`src/rtl/ctrl_pkg.sv`:
```
// Shared decode definitions: ALU command, branch kind, opcode map and the
// control bundle handed from ID to EXE.
package ctrl_pkg;

   typedef enum logic [3:0] {
      EXE_ADD = 4'd0,
      EXE_SUB = 4'd2,
      EXE_AND = 4'd4,
      EXE_OR  = 4'd5,
      EXE_NOR = 4'd6,
      EXE_XOR = 4'd7,
      EXE_SHL = 4'd8,
      EXE_SHR = 4'd9,
      EXE_SRA = 4'd10
   } exe_cmd_e;

   typedef enum logic [1:0] {
      BR_NONE = 2'd0,
      BR_BEZ  = 2'd1,
      BR_BNE  = 2'd2,
      BR_JMP  = 2'd3
   } br_type_e;

   localparam logic [5:0] OP_NOP  = 6'd0;
   localparam logic [5:0] OP_ADD  = 6'd1;
   localparam logic [5:0] OP_SUB  = 6'd3;
   localparam logic [5:0] OP_AND  = 6'd5;
   localparam logic [5:0] OP_OR   = 6'd6;
   localparam logic [5:0] OP_NOR  = 6'd7;
   localparam logic [5:0] OP_XOR  = 6'd8;
   localparam logic [5:0] OP_SLA  = 6'd9;
   localparam logic [5:0] OP_SLL  = 6'd10;
   localparam logic [5:0] OP_SRL  = 6'd11;
   localparam logic [5:0] OP_SRA  = 6'd12;
   localparam logic [5:0] OP_ADDI = 6'd32;
   localparam logic [5:0] OP_SUBI = 6'd33;
   localparam logic [5:0] OP_LD   = 6'd36;
   localparam logic [5:0] OP_ST   = 6'd37;
   localparam logic [5:0] OP_BEZ  = 6'd40;
   localparam logic [5:0] OP_BNE  = 6'd41;
   localparam logic [5:0] OP_JMP  = 6'd42;

   typedef struct packed {
      exe_cmd_e exe_cmd;
      logic     wb_en;
      logic     mem_r_en;
      logic     mem_w_en;
      logic     is_imm;
      br_type_e br_type;
      logic     illegal;
   } ctrl_bundle_t;

   localparam ctrl_bundle_t CTRL_BUBBLE =
      '{EXE_ADD, 1'b0, 1'b0, 1'b0, 1'b0, BR_NONE, 1'b0};

   function automatic logic [31:0] sext16(input logic [15:0] v);
      return {{16{v[15]}}, v};
   endfunction

endpackage

```
`src/rtl/instr_decode.sv`:
```
// Combinational opcode decoder: control bundle plus a flag saying whether the
// instruction reads its src2 register.
module instr_decode
   import ctrl_pkg::*;
(
   input  logic [5:0]   opcode,
   output ctrl_bundle_t ctrl,
   output logic         src2_used
);

   logic r_type;

   always_comb begin
      ctrl      = CTRL_BUBBLE;
      src2_used = 1'b0;
      r_type    = 1'b0;
      case (opcode)
         OP_NOP:  ;
         OP_ADD:  begin ctrl.exe_cmd = EXE_ADD; r_type = 1'b1; end
         OP_SUB:  begin ctrl.exe_cmd = EXE_SUB; r_type = 1'b1; end
         OP_AND:  begin ctrl.exe_cmd = EXE_AND; r_type = 1'b1; end
         OP_OR:   begin ctrl.exe_cmd = EXE_OR;  r_type = 1'b1; end
         OP_NOR:  begin ctrl.exe_cmd = EXE_NOR; r_type = 1'b1; end
         OP_XOR:  begin ctrl.exe_cmd = EXE_XOR; r_type = 1'b1; end
         OP_SLA:  begin ctrl.exe_cmd = EXE_SHL; r_type = 1'b1; end
         OP_SLL:  begin ctrl.exe_cmd = EXE_SHL; r_type = 1'b1; end
         OP_SRL:  begin ctrl.exe_cmd = EXE_SHR; r_type = 1'b1; end
         OP_SRA:  begin ctrl.exe_cmd = EXE_SRA; r_type = 1'b1; end
         OP_ADDI: begin ctrl.exe_cmd = EXE_ADD; ctrl.wb_en = 1'b1; ctrl.is_imm = 1'b1; end
         OP_SUBI: begin ctrl.exe_cmd = EXE_SUB; ctrl.wb_en = 1'b1; ctrl.is_imm = 1'b1; end
         OP_LD: begin
            ctrl.wb_en    = 1'b1;
            ctrl.mem_r_en = 1'b1;
            ctrl.is_imm   = 1'b1;
         end
         OP_ST: begin
            ctrl.mem_w_en = 1'b1;
            ctrl.is_imm   = 1'b1;
            src2_used     = 1'b1;
         end
         OP_BEZ:  begin ctrl.br_type = BR_BEZ; ctrl.is_imm = 1'b1; end
         OP_BNE:  begin ctrl.br_type = BR_BNE; ctrl.is_imm = 1'b1; src2_used = 1'b1; end
         OP_JMP:  begin ctrl.br_type = BR_JMP; ctrl.is_imm = 1'b1; end
         default: ctrl.illegal = 1'b1;
      endcase
      if (r_type) begin
         ctrl.wb_en = 1'b1;
         src2_used  = 1'b1;
      end
   end

endmodule

```
`src/rtl/id_ctrl_stage.sv`:
```
// ID stage: decodes one instruction per cycle into the registered ID/EXE
// bundle with valid/ready handshake, flush, load-use stall and illegal count.
module id_ctrl_stage
   import ctrl_pkg::*;
#(
   parameter int unsigned CNT_W = 8
) (
   input  logic             clk,
   input  logic             rst_n,
   input  logic             in_valid,
   input  logic [31:0]      instr,
   output logic             in_ready,
   input  logic             exe_ready,
   input  logic             flush,
   output logic             out_valid,
   output logic [3:0]       exe_cmd,
   output logic             wb_en,
   output logic             mem_r_en,
   output logic             mem_w_en,
   output logic             is_imm,
   output logic [1:0]       br_type,
   output logic [4:0]       dest,
   output logic [4:0]       src1,
   output logic [4:0]       src2,
   output logic [31:0]      imm,
   output logic             illegal,
   output logic [CNT_W-1:0] illegal_cnt
);

   ctrl_bundle_t     dec;
   logic             dec_src2_used;
   logic [5:0]       opcode;
   logic [4:0]       in_src2;
   logic             adv, haz, upd, load;

   ctrl_bundle_t     q;
   logic             valid_q;
   logic [4:0]       dest_q, src1_q, src2_q;
   logic [31:0]      imm_q;
   logic [CNT_W-1:0] cnt_q;

   assign opcode = instr[31:26];

   instr_decode u_decode (
      .opcode    (opcode),
      .ctrl      (dec),
      .src2_used (dec_src2_used)
   );

   // Stores read their data register from the dest field.
   assign in_src2 = (opcode == OP_ST) ? instr[25:21] : instr[15:11];

   assign adv = exe_ready | ~valid_q;
   assign haz = valid_q & q.mem_r_en & (dest_q != '0) &
                ((instr[20:16] == dest_q) | (dec_src2_used & (in_src2 == dest_q)));
   assign in_ready = flush | (adv & ~haz);

   // Priority list collapsed: any update either loads the decoded
   // instruction or a bubble; flush forces the bubble.
   assign upd  = flush | adv;
   assign load = ~flush & adv & ~haz & in_valid;

   always_ff @(posedge clk or negedge rst_n) begin
      if (!rst_n) begin
         valid_q <= 1'b0;
         q       <= CTRL_BUBBLE;
         dest_q  <= '0;
         src1_q  <= '0;
         src2_q  <= '0;
         imm_q   <= '0;
         cnt_q   <= '0;
      end else if (upd) begin
         valid_q <= load;
         q       <= load ? dec : CTRL_BUBBLE;
         dest_q  <= load ? instr[25:21] : '0;
         src1_q  <= load ? instr[20:16] : '0;
         src2_q  <= load ? in_src2 : '0;
         imm_q   <= load ? sext16(instr[15:0]) : '0;
         if (load && dec.illegal && (cnt_q != '1))
            cnt_q <= cnt_q + CNT_W'(1);
      end
   end

   assign out_valid   = valid_q;
   assign exe_cmd     = q.exe_cmd;
   assign wb_en       = q.wb_en;
   assign mem_r_en    = q.mem_r_en;
   assign mem_w_en    = q.mem_w_en;
   assign is_imm      = q.is_imm;
   assign br_type     = q.br_type;
   assign illegal     = q.illegal;
   assign dest        = dest_q;
   assign src1        = src1_q;
   assign src2        = src2_q;
   assign imm         = imm_q;
   assign illegal_cnt = cnt_q;

endmodule

```
`config.mk`:
```
export PLATFORM = sky130hd
export DESIGN_NAME = id_ctrl_stage
export DESIGN_NICKNAME = d
export VERILOG_FILES = /design/src/rtl/ctrl_pkg.sv /design/src/rtl/instr_decode.sv /design/src/rtl/id_ctrl_stage.sv
export SDC_FILE = /design/constraint.sdc
export NUM_CORES = 1
export LEC_CHECK = 0
export BUFFER_PORTS_ARGS = -buffer_cell sky130_fd_sc_hd__buf_4
export CAP_MARGIN = 0
export CORE_UTILIZATION = 53
export DETAILED_ROUTE_END_ITERATION = 8
export HOLD_SLACK_MARGIN = 0.03
export PLACE_DENSITY = 0.94
export SLEW_MARGIN = 0
export SYNTH_ARGS = -nofsm -noshare
export SYNTH_HDL_FRONTEND = slang
export SYNTH_SLANG_ARGS = --single-unit
```
`constraint.sdc`:
```
create_clock -name clk -period 7.1 [get_ports clk]
set_input_delay 1.42 -clock clk [delete_from_list [all_inputs] [get_ports clk]]
set_output_delay 1.42 -clock clk [all_outputs]
set_load 0.02 [all_outputs]
```
Word level (Yosys, flattened, before mapping)
Index checks and enable logic that the tools add are counted.

Bits in registers: 67. Input port bits: 37. Output and inout bits: 68. Logic and storage cells: 78.

Add/sub/neg operators: 1. Equal/unequal tests: 20. Multiplexer cells: 17. Bitwise operators: 15. Reductions and logical operators: 12.

Operator list (count): 6-bit equality test (second input constant) (7); 32-bit 2-to-1 mux (1); 4-bit case mux with 8 select lines (1); 6-bit by 4-bit equality test with 1-bit output (second input constant) (5); 5-bit 2-to-1 mux (4); 6-bit by 3-bit equality test with 1-bit output (second input constant) (3); 18-bit OR reduction (1); 11-bit 2-to-1 mux (1); 5-bit equality test (2); 10-bit OR reduction (1); 1-bit 2-to-1 mux (9); 8-bit by 1-bit adder with 8-bit output (second input constant) (1); 1-bit AND (8); 8-bit != test (second input constant) (1); 7-bit OR reduction (1); 6-bit by 1-bit equality test with 1-bit output (second input constant) (1); 6-bit by 2-bit equality test with 1-bit output (second input constant) (1); 6-bit zero test (1); 2-bit case mux with 3 select lines (1); 2-bit OR reduction (3); 5-bit nonzero test (1); 1-bit bitwise OR (4); 1-bit NOT (3); 3-bit OR reduction (1); 2 further kinds (3).

Depth between registers and ports, before layout
Gate-level depths: netlist (run 1).

Depth after elaboration: 13. Gate-level depth with buffers: 9. Mapped depth without buffers: 6.

Cells and area by module
Synthesis (run 1) repeated with hierarchy kept, for this count alone.

Cell total of the unflattened synthesis: 249. Area total of the unflattened synthesis: 2743.9 sq um.

By module, submodules not included: id_ctrl_stage (times used 1, cells an instance 195, area an instance 2403.6 sq um, seq. area each 1276.2 sq um); instr_decode (times used 1, cells an instance 54, area an instance 340.3 sq um, seq. area each 0.0 sq um).

Worst setup path before layout (run 1)
No wires, ideal clock.

Path type: input port to output port. Start: in instr[29]. End: out in_ready. Data arrival time: 2.976 ns. Data required time: 5.680 ns. Slack: 2.704 ns. Stages: 7. Buffers on the path: 1. Cells stage by stage: buf_6 > nand4bb_1 > o21ai_0 > a21boi_0 > o2111ai_1 > nor2_1 > o31ai_1.

Word-level cells in the longest chain between the ends: 10. Elaborated cells between the ends (all ways): 25. Classes of those cells: 13 x eq/ne; 4 x mux; 6 x bitwise; 2 x reduce/logical.

RTL lines: start: declaration (line id_ctrl_stage.sv:11) `input logic [31:0] instr,`; 6-bit by 1-bit equality test with 1-bit output (tied with other cells) (line instr_decode.sv:17) `case (opcode)`; 10-bit OR reduction (no line) / 2-bit OR reduction (equally long branches); 1-bit 2-to-1 mux (line instr_decode.sv:17); 1-bit 2-to-1 mux (line instr_decode.sv:46) `if (r_type) begin`; 1-bit AND * (line id_ctrl_stage.sv:55) `((instr[20:16] == dest_q) | (dec_src2_used & (in_src2 == dest_q)));`; 1-bit bitwise OR * (line id_ctrl_stage.sv:55); 1-bit AND * (line id_ctrl_stage.sv:54) `assign haz = valid_q & q.mem_r_en & (dest_q != '0) &`; 1-bit NOT * (line id_ctrl_stage.sv:56) `assign in_ready = flush | (adv & ~haz);`; 1-bit AND * (line id_ctrl_stage.sv:56); 1-bit bitwise OR * (line id_ctrl_stage.sv:56); end: declaration (line id_ctrl_stage.sv:12) `output logic in_ready,`.

Every way passes the cells marked *; elsewhere a longest branch is shown, timed or not.

Worst setup path in the final report (run 1)
Ends and elaborated chain as after synthesis.

==> impl_metrics.tcl, run 1 <==
set metrics [dict create \
    fin_area_mm2 0.00348 \
    leakagePower_uw 0.00176 \
    drtAntennaViolNets 0 \
    wl_um 6650 \
    synth_cells 259 \
    post-route-drc-count 0 \
    hold_viol_final 0 \
    layout.nets 377 \
    fin_setup_tns_ns 0 \
    period_needed_ns 4.51 \
    synth-seq-cells 51 \
    crit_arrival_ns 3.09 \
    vdd_drop_max_v 0.000171 \
    maxSlewViolCount 0 \
    cts_buffers 5 \
    ys_top_cells_by_area "dfrtp_1 47%, a22o_1 11%, buf_4 4.7%, xnor2_1 2.9%, nand2b_1 2.7%" \
    area_delta_synth_final_pct 26.8 \
    root_buffer "clkbuf_8" \
    clkSlewWorstSetupHoldPaths_ns 0.08 \
    tightest_slew_ns 0.888 \
    yosysTopAreaCell "dfrtp_1" \
    hp-class "flop to flop" \
    synth_area_per_cell_um2 10.6 \
    globalRouteTotalUtil_pct 25.5 \
    die-height_um 73.9 \
    die_area_mm2 0.00546 \
    initialDrtViolationCount 263 \
    worst_setup_path_end_kind "output pin" \
    portBuffers 104 \
    overflow 0 \
    clkSinkCount 51 \
    cts_tree "done" \
    dp_hpwl_um 4930 \
    antenna_found_initial 0 \
    synth_top_area_share_pct 46.6 \
    hold_buffers 0 \
    slowest_delay_ns 0.30 \
    post-route-period-util_pct 63.5 \
    timing.critical_path.mode_cell "buf_4" \
    status "completed" \
    drv_cap 0 \
    synth_edf_count 0 \
    fillers 375 \
    clk_latency_ns 0.30 \
    place_congestion 0.880 \
    skew_ns 0.00802 \
    final_common_cell "buf_4" \
    drt_first_pass_iters 5 \
    crit_fanout 19 \
    grt_pass1_wl_um 10400 \
    path_cells "buf_4 > nand4bb_1 > o21ai_0 > a21boi_0 > o2111ai_1 > nor2_1 > o31ai_1 > buf_4" \
    maxSlewHeadroom_pct 40.8 \
    core_mm2 0.00485 \
    dpl_cell_area_mm2 0.00339 \
    ys_types 49 \
    diodes 0 \
    vias 2361 \
    rsz0062_at_grt "no" \
    timing.critical_path.required_ns 5.68 \
    powerDensity_mw_per_mm2 198 \
    fp-row-count 25 \
    wl_per_cell_um 16.4 \
    seq_area_frac_synth_pct 46.6 \
    cts_max_path_buffers 2 \
    ctsResizeCount 0 \
    viasPerCell 5.82 \
    finalSetupViolCount 0 \
    dieWidth_um 73.9 \
    crit_type "input pin to output pin" \
    slowest_stage "o31ai_1" \
    first_global_vias 2147 \
    h-tree-depth 2 \
    netlist_area_mm2 0.00274 \
    layout_common_cells "106 x buf_4, 51 x dfrtp_1, 34 x a22o_1" \
    synth_fp_nets 297 \
    drive_above_1_share_pct 34.8 \
    start_util_pct 56.5 \
    async_reset_ff_share_pct 100 \
    post_cts_buffers 0 \
    cp-start-kind "input pin" \
    grt_max_degree 52 \
    ios 105 \
    yosys_warnings 0 \
    fmax_mhz 222 \
    synth-main-ff-cell "dfrtp_1" \
]
## area by class of cell
cell class | instances | area [um^2] | area share, %
Clock inverter | 1 | 5.00 | 0.144
Clock buffer | 6 | 82.6 | 2.38
Tap cell | 67 | 83.8 | 2.41
Sequential cell | 51 | 1280 | 36.7
Timing Repair Buffer | 106 | 796 | 22.9
Multi-Input combinational cell | 166 | 1200 | 34.5
Inverter | 9 | 33.8 | 0.972
## sequential cells by signal, summed over array words and instances, names as in the netlist
register     flops
illegal          1
wb_en            1
src1             5
out_valid        1
src2             5
imm             16
is_imm           1
br_type          2
mem_w_en         1
exe_cmd          4
dest             5
mem_r_en         1
illegal_cnt      8
## routing by layer
layer  global-route usage (%)  wire length, um
met1                     33.5             2770
met2                     41.8             3240
met3                     6.04              499
met4                     7.69              133
met5                        0                0
## synth_stat cells, types with 4 or more instances
library cell and number:
nand3_1 9, buf_4 17, clkbuf_1 9, nand4_1 4, xnor2_1 9, o21ai_0 11, a22o_1 34, nor2_1 9
nand2_1 10, inv_1 9, nor3_1 5, a32o_1 7, and3_1 7, dfrtp_1 51, nand2b_1 12, buf_6 6
## kinds of logic (layout without fill, tap and decap cells)
| kind of cell | Yosys count | count (layout) | synth area share [%] |
|---|---|---|---|
| muxes | 6 | 6 | 2.33 |
| adders and majority gates | 1 | 1 | 0.457 |
| xor gates and xnor gates | 12 | 12 | 3.84 |
| AOI/OAI and AO/OA | 75 | 75 | 22.0 |
| buffers and inverters | 42 | 122 | 9.77 |
| and+or+nand+nor | 72 | 72 | 15.1 |
| DFF | 51 | 51 | 46.6 |
## power breakdown
group,internal [uW],switching [uW],leakage [uW]
logic,84.8,99.1,0.00103
clock network,76.6,89.2,0.0000470
registers,314,25.8,0.000687
total,476,214,0.00176
## through the flow
stage / hold WS, ns / setup WS, ns / cells / utilization [%] / total power, uW
after CTS: 0.495 / 2.57 / 406 / 71.7 / 694
after floorplan: 0.593 / 2.70 / 259 / - / 451
final: 0.492 / 2.59 / 406 / 71.7 / 690
after detailed placement: 0.476 / 2.56 / 399 / 69.9 / 529
after global placement: 0.463 / 2.67 / 399 / 69.9 / 522
after global routing: 0.523 / 2.44 / 406 / 71.7 / 725
## worst paths after layout
kind                                startpoint                endpoint  slack (ns)  cells after the start
max                                  instr[29]                in_ready        2.59                      8
min                        illegal$_DFFE_PN0P_     illegal$_DFFE_PN0P_        0.49                      1
max reg2reg                dest[4]$_DFFE_PN0P_  exe_cmd[1]$_DFFE_PN0P_        4.04                      7
min reg2reg                illegal$_DFFE_PN0P_     illegal$_DFFE_PN0P_        0.49                      1
max in group asynchronous                rst_n       wb_en$_DFFE_PN0P_        5.56                      1
min in group asynchronous                rst_n     src1[0]$_DFFE_PN0P_        1.13                      1
## critical path: cells and delay by family
family / cells / cell delay [ns]
buf+inv: 2 / 0.37
compound gates: 4 / 0.96
simple gates: 2 / 0.33
(Power assumes the default switching activity.)
==> run 2, diff against run 1 <==
- CORE_UTILIZATION: 53 -> 44
- PLACE_DENSITY: 0.94 -> 0.84
- clock period: 7.1 -> 3.9 ns (I/O delays scaled with it)
==> run 2 against run 1 <==
Hold slack lost 0.0069 ns. Critical path type unchanged. Via count shrank 3.3%. Count of clock-buffer cells in the layout shrank 1. Flip-flop and latch count is the same. Clock power grew 130%. Worst setup slack lost 2.0 ns. Combinational power grew 81%.
==> impl_metrics.tcl, run 2 (synthesis gave the netlist of run 1 again) <==
set metrics [dict create \
    hold_buffers 0 \
    largest_reg_flops 16 \
    worst_setup_path_end_kind "output pin" \
    cts_tree "done" \
    finalSetupViolCount 0 \
    drt_first_pass_iters 4 \
    hp-class "input pin to async pin" \
    leakagePower_uw 0.00177 \
    clkSinkCount 51 \
    fillers 539 \
    dieWidth_um 80.9 \
    wl_per_cell_um 16.4 \
    slowest_delay_ns 0.35 \
    wl_um 6800 \
    place_congestion 0.919 \
    path_cells "buf_4 > nand4bb_1 > o21ai_0 > a21boi_0 > o2111ai_1 > nor2_1 > o31ai_1 > buf_4" \
    root_buffer "clkbuf_8" \
    skew_ns 0.00954 \
    die-height_um 80.9 \
    r2r_start "dest[0]$_DFFE_PN0P_" \
    layout_common_cells "106 x buf_4, 51 x dfrtp_1, 34 x a22o_1" \
    layout.nets 377 \
    vias 2282 \
    viasPerCell 5.50 \
    powerDensity_mw_per_mm2 377 \
    h-tree-depth 2 \
    tightest_slew_ns 0.690 \
    initialDrtViolationCount 101 \
    portBuffers 104 \
    rsz0062_at_grt "no" \
    fmax_mhz 299 \
    cts_max_path_buffers 2 \
    globalRouteTotalUtil_pct 21.5 \
    totalPowerFinal_uw 1330 \
    clkPwrFrac_pct 28.5 \
    cts_buffers 5 \
    grt_max_degree 52 \
    power_frac_comb_pct 25.1 \
    worst-path-buf-inv 2 \
    switching_share_pct 30.6 \
    p_sw_uw 405 \
    crit_fanout 19 \
    fin_setup_tns_ns 0 \
    cp-start-kind "input pin" \
    maxSlewHeadroom_pct 53.9 \
    core_mm2 0.00596 \
    first_global_vias 2188 \
    status "completed" \
    timing.critical_path.required_ns 3.12 \
    start_util_pct 46.0 \
    crit_arrival_ns 2.57 \
    post-route-period-util_pct 85.9 \
    fp-row-count 28 \
    rrSetupSlack_ns 1.20 \
    clkSlewWorstSetupHoldPaths_ns 0.09 \
    intPower_uw 920 \
    grt_pass1_wl_um 10800 \
    timing.critical_path.mode_cell "buf_4" \
    area_delta_synth_final_pct 28.3 \
    slowest_stage "o21ai_0" \
    vdd_drop_max_v 0.000274 \
    drive_above_1_share_pct 35.0 \
    antenna_found_initial 0 \
    hold_viol_final 0 \
    final_common_cell "buf_4" \
    dp_hpwl_um 4870 \
    overflow 0 \
    crit_type "input pin to output pin" \
    rr_worst_depth 7 \
    post-route-drc-count 0 \
    worstReg2RegEnd "wb_en$_DFFE_PN0P_" \
    die_area_mm2 0.00655 \
    period_needed_ns 3.35 \
    clk_latency_ns 0.31 \
    crit_family "compound AO/OA/AOI/OAI gates" \
    drtAntennaViolNets 0 \
    diodes 0 \
    drv_cap 0 \
    seq_power_share_pct 46.5 \
    ctsResizeCount 0 \
    post_cts_buffers 0 \
    ios 105 \
    maxSlewViolCount 0 \
]
-- run 2: cell count changes in the layout (fill, tap and decap cells not counted) --
cell	delta
inv_6	+1
clkinv_2	-1
clkinv_4	+1
clkbuf_8	-1
bufinv_16	+1
-- run 2: area by class of cell --
cell class	instances	area, um^2	area share [%]
flip-flops and latches	51	1280	36.3
multi-input cells	166	1200	34.1
repair buffers	106	796	22.6
well taps	75	93.8	2.67
clock buffers	5	68.8	1.96
clock inverters	3	47.5	1.35
inverters	9	33.8	0.961
-- run 2: worst max-delay path by stage --
stage / start / endpoint / slack (ns) / cells past startpoint
after detailed placement: instr[29] / in_ready / 0.60 / 8
after global placement: instr[29] / in_ready / 0.71 / 8
after CTS: instr[29] / in_ready / 0.58 / 8
final: instr[29] / in_ready / 0.55 / 8
after floorplan: instr[29] / in_ready / 0.78 / 7
after global routing: instr[29] / in_ready / 0.45 / 8
-- run 2: metrics by stage --
step | instances | hold slack (ns) | instance area, um^2 | worst slack (ns) | utilization, %
global route | 415 | 0.524 | 3510 | 0.448 | 59.0
floorplan | 259 | 0.484 | 2740 | 0.784 | -
CTS | 415 | 0.493 | 3510 | 0.581 | 59.0
global placement | 407 | 0.467 | 3400 | 0.712 | 57.1
finish | 415 | 0.485 | 3510 | 0.551 | 59.0
detailed placement | 407 | 0.469 | 3400 | 0.597 | 57.1
-- run 2: metal layers --
metal  wire length (um)  vias to the layer above  GRT usage, %
li1                   -                     1093             -
met1               2960                     1098          28.4
met2               3320                       86          36.0
met3                455                        5          4.04
met4                 65                        0          5.89
met5                  0                        -             0
-- run 2: power by group through the flow --
stage          logic, uW  clock network (uW)  registers (uW)
6_report             333                 377             616
2_1_floorplan        147                   0             674
3_3_place_gp         328                   0             624
5_1_grt              362                 407             625
4_1_cts              337                 387             616
3_5_place_dp         336                   0             626
